`config.mk`:
```
export PLATFORM = sky130hd
export DESIGN_NAME = video_timing_gen
export DESIGN_NICKNAME = d
export VERILOG_FILES = /design/src/rtl/xv_pkg.sv /design/src/rtl/video_axis_cnt.sv /design/src/rtl/video_timing_gen.sv
export SDC_FILE = /design/constraint.sdc
export NUM_CORES = 1
export LEC_CHECK = 0
export CAP_MARGIN = 20
export CORE_AREA = 10 10 81 83
export DETAILED_ROUTE_END_ITERATION = 6
export DIE_AREA = 0 0 91 93
export HOLD_SLACK_MARGIN = 0.05
export PLACE_DENSITY_LB_ADDON = 0.3
export SYNTH_ARGS = -nofsm -noshare
export SYNTH_HDL_FRONTEND = slang
export SYNTH_SLANG_ARGS = --single-unit
```
`constraint.sdc`:
```
create_clock -name clk -period 3.7 [get_ports clk]
set_input_delay 0.925 -clock clk [delete_from_list [all_inputs] [get_ports clk]]
set_output_delay 0.925 -clock clk [all_outputs]
set_load 0.02 [all_outputs]
```
`src/rtl/xv_pkg.sv`:
```
// Shared Xosera video definitions: SCANLINE status layout, frame counter type
// and the default 640x480 mode timing used as parameter defaults.
package xv_pkg;

  // SCANLINE status word layout
  localparam int unsigned SCANLINE_VBLANK_BIT = 15;
  localparam int unsigned SCANLINE_HBLANK_BIT = 14;
  localparam int unsigned SCANLINE_V_W        = 11;

  typedef logic [7:0]  frame_count_t;
  typedef logic [15:0] scanline_t;

  // Default mode: 640x480 @ 60 Hz, 25.175 MHz pixel clock
  localparam int unsigned MODE_VISIBLE_WIDTH   = 640;
  localparam int unsigned MODE_VISIBLE_HEIGHT  = 480;
  localparam int unsigned MODE_H_FRONT_PORCH   = 16;
  localparam int unsigned MODE_H_SYNC_PULSE    = 96;
  localparam int unsigned MODE_H_BACK_PORCH    = 48;
  localparam int unsigned MODE_V_FRONT_PORCH   = 10;
  localparam int unsigned MODE_V_SYNC_PULSE    = 2;
  localparam int unsigned MODE_V_BACK_PORCH    = 33;
  localparam logic        MODE_H_SYNC_POLARITY = 1'b0;
  localparam logic        MODE_V_SYNC_POLARITY = 1'b0;
  localparam int unsigned MODE_COORD_W         = 11;

  // Total positions along one axis (visible + porches + sync)
  function automatic int unsigned axis_total(input int unsigned vis, input int unsigned fp,
                                             input int unsigned sync, input int unsigned bp);
    return vis + fp + sync + bp;
  endfunction

endpackage

```
`src/rtl/video_axis_cnt.sv`:
```
// One raster axis: wrapping position counter with registered blank/sync/last
// flags decoded from the next-state count, so flags line up with count.
module video_axis_cnt
  import xv_pkg::*;
#(
  parameter int unsigned VISIBLE = MODE_VISIBLE_WIDTH,
  parameter int unsigned FP      = MODE_H_FRONT_PORCH,
  parameter int unsigned SYNC    = MODE_H_SYNC_PULSE,
  parameter int unsigned BP      = MODE_H_BACK_PORCH,
  parameter logic        POL     = MODE_H_SYNC_POLARITY,
  parameter int unsigned W       = MODE_COORD_W
) (
  input  logic         clk,
  input  logic         reset_n,
  input  logic         advance,
  input  logic         restart,
  output logic [W-1:0] count,
  output logic [W-1:0] count_next,
  output logic         blank,
  output logic         blank_next,
  output logic         sync,
  output logic         last,
  output logic         last_next
);

  localparam int unsigned Total     = axis_total(VISIBLE, FP, SYNC, BP);
  localparam int unsigned SyncStart = VISIBLE + FP;
  localparam int unsigned SyncEnd   = VISIBLE + FP + SYNC;
  localparam logic [W-1:0] LastPos  = W'(Total - 1);

  logic [W-1:0] count_q, count_d;
  logic         blank_q, blank_d;
  logic         sync_q, sync_d;
  logic         last_q, last_d;
  logic [31:0]  next_ext;

  // Next position: restart parks on the last position, otherwise step and wrap
  always_comb begin
    count_d = count_q;
    if (restart) begin
      count_d = LastPos;
    end else if (advance) begin
      count_d = last_q ? '0 : count_q + W'(1);
    end
  end

  // Flags decoded from the next position so they register alongside it
  always_comb begin
    next_ext = 32'(count_d);
    blank_d  = next_ext >= VISIBLE;
    sync_d   = (next_ext >= SyncStart && next_ext < SyncEnd) ? POL : ~POL;
    last_d   = next_ext == Total - 1;
  end

  // Axis state; reset parks on the last position with sync inactive
  always_ff @(posedge clk or negedge reset_n) begin
    if (!reset_n) begin
      count_q <= LastPos;
      blank_q <= 1'b1;
      sync_q  <= ~POL;
      last_q  <= 1'b1;
    end else begin
      count_q <= count_d;
      blank_q <= blank_d;
      sync_q  <= sync_d;
      last_q  <= last_d;
    end
  end

  assign count      = count_q;
  assign count_next = count_d;
  assign blank      = blank_q;
  assign blank_next = blank_d;
  assign sync       = sync_q;
  assign last       = last_q;
  assign last_next  = last_d;

endmodule

```
`src/rtl/video_timing_gen.sv`:
```
// Parametrised raster timing generator: H/V coordinates, sync/blank/visible
// flags, line/frame strobes, frame counter and SCANLINE status word.
// Optional line-compare interrupt enabled by defining VTG_LINE_IRQ_EN.
module video_timing_gen
  import xv_pkg::*;
#(
  parameter int unsigned VISIBLE_WIDTH   = MODE_VISIBLE_WIDTH,
  parameter int unsigned VISIBLE_HEIGHT  = MODE_VISIBLE_HEIGHT,
  parameter int unsigned H_FRONT_PORCH   = MODE_H_FRONT_PORCH,
  parameter int unsigned H_SYNC_PULSE    = MODE_H_SYNC_PULSE,
  parameter int unsigned H_BACK_PORCH    = MODE_H_BACK_PORCH,
  parameter int unsigned V_FRONT_PORCH   = MODE_V_FRONT_PORCH,
  parameter int unsigned V_SYNC_PULSE    = MODE_V_SYNC_PULSE,
  parameter int unsigned V_BACK_PORCH    = MODE_V_BACK_PORCH,
  parameter logic        H_SYNC_POLARITY = MODE_H_SYNC_POLARITY,
  parameter logic        V_SYNC_POLARITY = MODE_V_SYNC_POLARITY,
  parameter int unsigned COORD_W         = MODE_COORD_W
) (
  input  logic               clk,
  input  logic               reset_n,
  input  logic               restart_i,
  input  logic               line_cmp_en_i,
  input  logic [COORD_W-1:0] line_cmp_i,
  output logic [COORD_W-1:0] h_count_o,
  output logic [COORD_W-1:0] v_count_o,
  output logic               visible_o,
  output logic               hblank_o,
  output logic               vblank_o,
  output logic               hsync_o,
  output logic               vsync_o,
  output logic               end_of_line_o,
  output logic               end_of_frame_o,
  output frame_count_t       frame_count_o,
  output scanline_t          scanline_o,
  output logic               line_irq_o
);

  localparam int unsigned TOTAL_WIDTH  =
      axis_total(VISIBLE_WIDTH, H_FRONT_PORCH, H_SYNC_PULSE, H_BACK_PORCH);
  localparam int unsigned TOTAL_HEIGHT =
      axis_total(VISIBLE_HEIGHT, V_FRONT_PORCH, V_SYNC_PULSE, V_BACK_PORCH);

  if ((64'd1 << COORD_W) < 64'(TOTAL_WIDTH) ||
      (64'd1 << COORD_W) < 64'(TOTAL_HEIGHT)) begin : g_coord_w_check
    $error("video_timing_gen: COORD_W too narrow for total width/height");
  end

  logic [COORD_W-1:0] h_count_next, v_count_next;
  logic               h_blank_next, v_blank_next;
  logic               h_last, h_last_next, v_last_next;
  logic               v_last_unused;

  video_axis_cnt #(
    .VISIBLE (VISIBLE_WIDTH),
    .FP      (H_FRONT_PORCH),
    .SYNC    (H_SYNC_PULSE),
    .BP      (H_BACK_PORCH),
    .POL     (H_SYNC_POLARITY),
    .W       (COORD_W)
  ) u_h_axis (
    .clk        (clk),
    .reset_n    (reset_n),
    .advance    (1'b1),
    .restart    (restart_i),
    .count      (h_count_o),
    .count_next (h_count_next),
    .blank      (hblank_o),
    .blank_next (h_blank_next),
    .sync       (hsync_o),
    .last       (h_last),
    .last_next  (h_last_next)
  );

  // Vertical axis steps when the horizontal axis sits on its last pixel
  video_axis_cnt #(
    .VISIBLE (VISIBLE_HEIGHT),
    .FP      (V_FRONT_PORCH),
    .SYNC    (V_SYNC_PULSE),
    .BP      (V_BACK_PORCH),
    .POL     (V_SYNC_POLARITY),
    .W       (COORD_W)
  ) u_v_axis (
    .clk        (clk),
    .reset_n    (reset_n),
    .advance    (h_last),
    .restart    (restart_i),
    .count      (v_count_o),
    .count_next (v_count_next),
    .blank      (vblank_o),
    .blank_next (v_blank_next),
    .sync       (vsync_o),
    .last       (v_last_unused),
    .last_next  (v_last_next)
  );

  logic         visible_q, visible_d;
  logic         eol_q, eol_d;
  logic         eof_q, eof_d;
  frame_count_t frame_q, frame_d;

  // Strobes and frame counter next state; restart masks strobes and holds the count
  always_comb begin
    visible_d = ~h_blank_next & ~v_blank_next;
    eol_d     = h_last_next & ~restart_i;
    eof_d     = eol_d & v_last_next;
    frame_d   = frame_q;
    if (eof_q && !restart_i) begin
      frame_d = frame_q + frame_count_t'(1);
    end
  end

  // Visible flag, strobes and frame counter registers
  always_ff @(posedge clk or negedge reset_n) begin
    if (!reset_n) begin
      visible_q <= 1'b0;
      eol_q     <= 1'b0;
      eof_q     <= 1'b0;
      frame_q   <= '0;
    end else begin
      visible_q <= visible_d;
      eol_q     <= eol_d;
      eof_q     <= eof_d;
      frame_q   <= frame_d;
    end
  end

  assign visible_o      = visible_q;
  assign end_of_line_o  = eol_q;
  assign end_of_frame_o = eof_q;
  assign frame_count_o  = frame_q;

`ifdef VTG_LINE_IRQ_EN
  logic irq_q, irq_d;

  // Fire on entry to hblank of the compare line; out-of-range lines never match
  always_comb begin
    irq_d = ~restart_i & line_cmp_en_i & (v_count_next == line_cmp_i) &
            (32'(h_count_next) == VISIBLE_WIDTH);
  end

  // Line-compare interrupt register
  always_ff @(posedge clk or negedge reset_n) begin
    if (!reset_n) begin
      irq_q <= 1'b0;
    end else begin
      irq_q <= irq_d;
    end
  end

  assign line_irq_o = irq_q;
`else
  logic unused_cmp;
  assign unused_cmp = ^{line_cmp_en_i, line_cmp_i, h_count_next, v_count_next};
  assign line_irq_o = 1'b0;
`endif

  // SCANLINE status word: pure wiring of registered flags and line number
  always_comb begin
    scanline_o                               = '0;
    scanline_o[SCANLINE_VBLANK_BIT]          = vblank_o;
    scanline_o[SCANLINE_HBLANK_BIT]          = hblank_o;
    scanline_o[SCANLINE_V_W-1:0]             = SCANLINE_V_W'(v_count_o);
  end

endmodule

```
==> impl_metrics.tcl <==
set metrics [dict create \
    grt_pass1_vias 1718 \
    first_iter_violations 61 \
    yosys_warnings 0 \
    finalPower_w 0.001138 \
    drv_slew 0 \
    htree_levels 2 \
    layout-area-overhead-vs-synth_pct 19.93 \
    io_buffers 52 \
    postRouteAntennaNets 0 \
    die_w_um 91 \
    relSlewSlack_pct 45.48 \
    num_rows 26 \
    cts_root_buf "clkbuf_8" \
    hold_path_depth 1 \
    switching_share_pct 33.65 \
    clock_path_buffers 2 \
    layout_common_cells "51 x clkdlybuf4s50_1, 23 x dfrtp_1, 17 x nor2_1" \
    p_leak_nw 1.132 \
    p_seq_share_pct 48.0 \
    ir_drop_v 0.0001968 \
    viasPerCell 5.173 \
    syn_area_per_cell_sq_um 10.38 \
    die_y_um 93 \
    synthDominantCellAreaShare_pct 24.00 \
    max_freq_mhz 383.5 \
    outcome "complete, no violations" \
    grt_pass1_wl_mm 8.507 \
    tritoncts_num_sinks 39 \
    power_density_nw_per_um2 395.5 \
    drive_gt1_share_pct 18.80 \
    synth-seq-area-share_pct 41.52 \
    finClkSkew_ns 0.01017 \
    grt_max_degree 40 \
    grt_overflow 0 \
    cap_violations 0 \
    detail_route.wl_per_cell_um 14.83 \
    antenna_cells 0 \
    min_period_over_period_pct 70.47 \
    die-area_sq_um 8463 \
    arrival_ns 2.81 \
    hold_viol 0 \
    clk_pin_slew_ns 0.08 \
    drc 0 \
    tightest_slew_ns 0.8177 \
    synth.distinct_cells 63 \
    cp-end-kind "register" \
    antenna_found_initial 0 \
    worst_ep_required_time_ns 3.90 \
    post_cts_resized 0 \
    synthTopCellsByArea "dfrtp_1 24%, dfstp_2 18%, buf_4 5.6%" \
    p_int_w 0.0007549 \
    finalSetupViolCount 0 \
    switchingPower_w 0.0003828 \
    coreArea_sq_um 5010 \
    track_usage_pct 11.98 \
    synth_edf_count 0 \
    ios 69 \
    final.min_clock_period_ns 2.607 \
    synth_area_sq_um 2399 \
    r2r_slack_ns 1.38 \
    pre_cts_ws_ns 0.7831 \
    dp_hpwl_mm 3.759 \
    wl_mm 4.984 \
    crit_type "input port to register" \
    postCtsSetupBuffers 0 \
    combPwrFrac_pct 26.9 \
    start_util_pct 47.88 \
    fillers 466 \
    tritoncts "done" \
    cts_buffers 5 \
    final_common_cell "clkdlybuf4s50_1" \
    vias 1738 \
    yosysTopAreaCell "dfrtp_1" \
    syn_inst 231 \
    rsz0062_at_grt "false" \
    worstRegToRegCells 6 \
    setup_ws_ns 1.093 \
    hold_class "register to register" \
    cts_hold_buf 0 \
    worst-path-max-fanout 12 \
    drt-pass1-iter-count 4 \
    ys_seq_elements 39 \
    nets 283 \
    clockPowerShare_pct 25.1 \
    startpoint_type "input port" \
    clkLatencyLatePin_ns 0.29 \
    place_congestion 0.8511 \
    fin_setup_tns_ns 0 \
    async_flop_share_pct 100.0 \
    synth_top_flop_cell "dfrtp_1" \
]
-- synth_stat cells (4+ instances only) --
cell type,number
dfstp_2,16
nand4_1,10
nor2b_1,4
o21ai_0,6
dfrtp_1,23
buf_4,18
nand3_1,10
inv_1,10
buf_6,6
xor2_1,7
xnor2_1,15
nor2_1,17
nand2_1,12
-- worst max-delay path, stage by stage --
cell and delay [ns]:
clkdlybuf4s50_1 0.76, a21oi_1 0.17, and2_1 0.20, mux2i_1 0.16
inv_1 0.10, a211oi_2 0.27, nor4b_2 0.23
-- state kept, by name, summed over array words and instances (netlist names) --
name / count
u_h_axis.count: 11
end_of_frame_o: 1
frame_count_o: 8
u_h_axis.sync: 1
u_v_axis.blank: 1
u_v_axis.sync: 1
end_of_line_o: 1
u_h_axis.last: 1
u_h_axis.blank: 1
visible_o: 1
u_v_axis.last: 1
u_v_axis.count: 11
-- routing by layer --
metal	vias up	wire length (um)	GRT usage [%]
met5	-	0	0
met4	0	50	3.525
met3	5	371	4.876
met2	44	2463	20.17
met1	831	2099	13.72
li1	858	-	-
-- path summary, 6_finish.rpt --
path,from,endpoint
max reg2reg,u_h_axis.last,visible_o
min in group asynchronous,reset_n,u_v_axis.count[5]
min,frame_count_o[7],frame_count_o[7]
min reg2reg,frame_count_o[7],frame_count_o[7]
max in group asynchronous,reset_n,end_of_line_o
max,restart_i,visible_o
-- cells by family after synthesis --
| group | Yosys count | synth area share [%] |
|---|---|---|
| buf+inv | 38 | 10.95 |
| xor+xnor | 23 | 8.712 |
| simple gates | 90 | 23.11 |
| fa+ha+maj | 3 | 1.565 |
| flops | 39 | 41.52 |
| compound gates | 32 | 11.79 |
| other cells | 1 | 0.1563 |
| mux | 5 | 2.191 |
-- power by group through the flow --
stage          logic, W  registers [W]  clock network [W]
6_report       0.000307       0.000546           0.000285
5_1_grt        0.000335       0.000556           0.000312
4_1_cts        0.000311       0.000546           0.000294
3_5_place_dp   0.000310       0.000553                  0
3_3_place_gp   0.000308       0.000553                  0
2_1_floorplan  0.000222       0.000556                  0
-- per-stage QoR --
stage | area [sq um] | utilization (%) | hold slack [ns] | cells
2_1_floorplan | 2410 | - | 0.5824 | 234
6_report | 2877 | 57.42 | 0.4863 | 336
4_1_cts | 2877 | 57.42 | 0.4939 | 336
3_3_place_gp | 2788 | 55.64 | 0.4626 | 328
3_5_place_dp | 2788 | 55.64 | 0.4786 | 328
5_1_grt | 2877 | 57.42 | 0.5199 | 336
-- layout make-up --
| class | instances | area, sq um | area share [%] |
|---|---|---|---|
| Timing Repair Buffer | 52 | 515.5 | 17.92 |
| Sequential cell | 39 | 996.0 | 34.62 |
| Clock buffer | 5 | 68.82 | 2.392 |
| Tap cell | 70 | 87.58 | 3.045 |
| Multi-Input combinational cell | 157 | 1151 | 40.02 |
| Clock inverter | 3 | 20.02 | 0.6960 |
| Inverter | 10 | 37.54 | 1.305 |
Power figures use the tool's default switching activity.
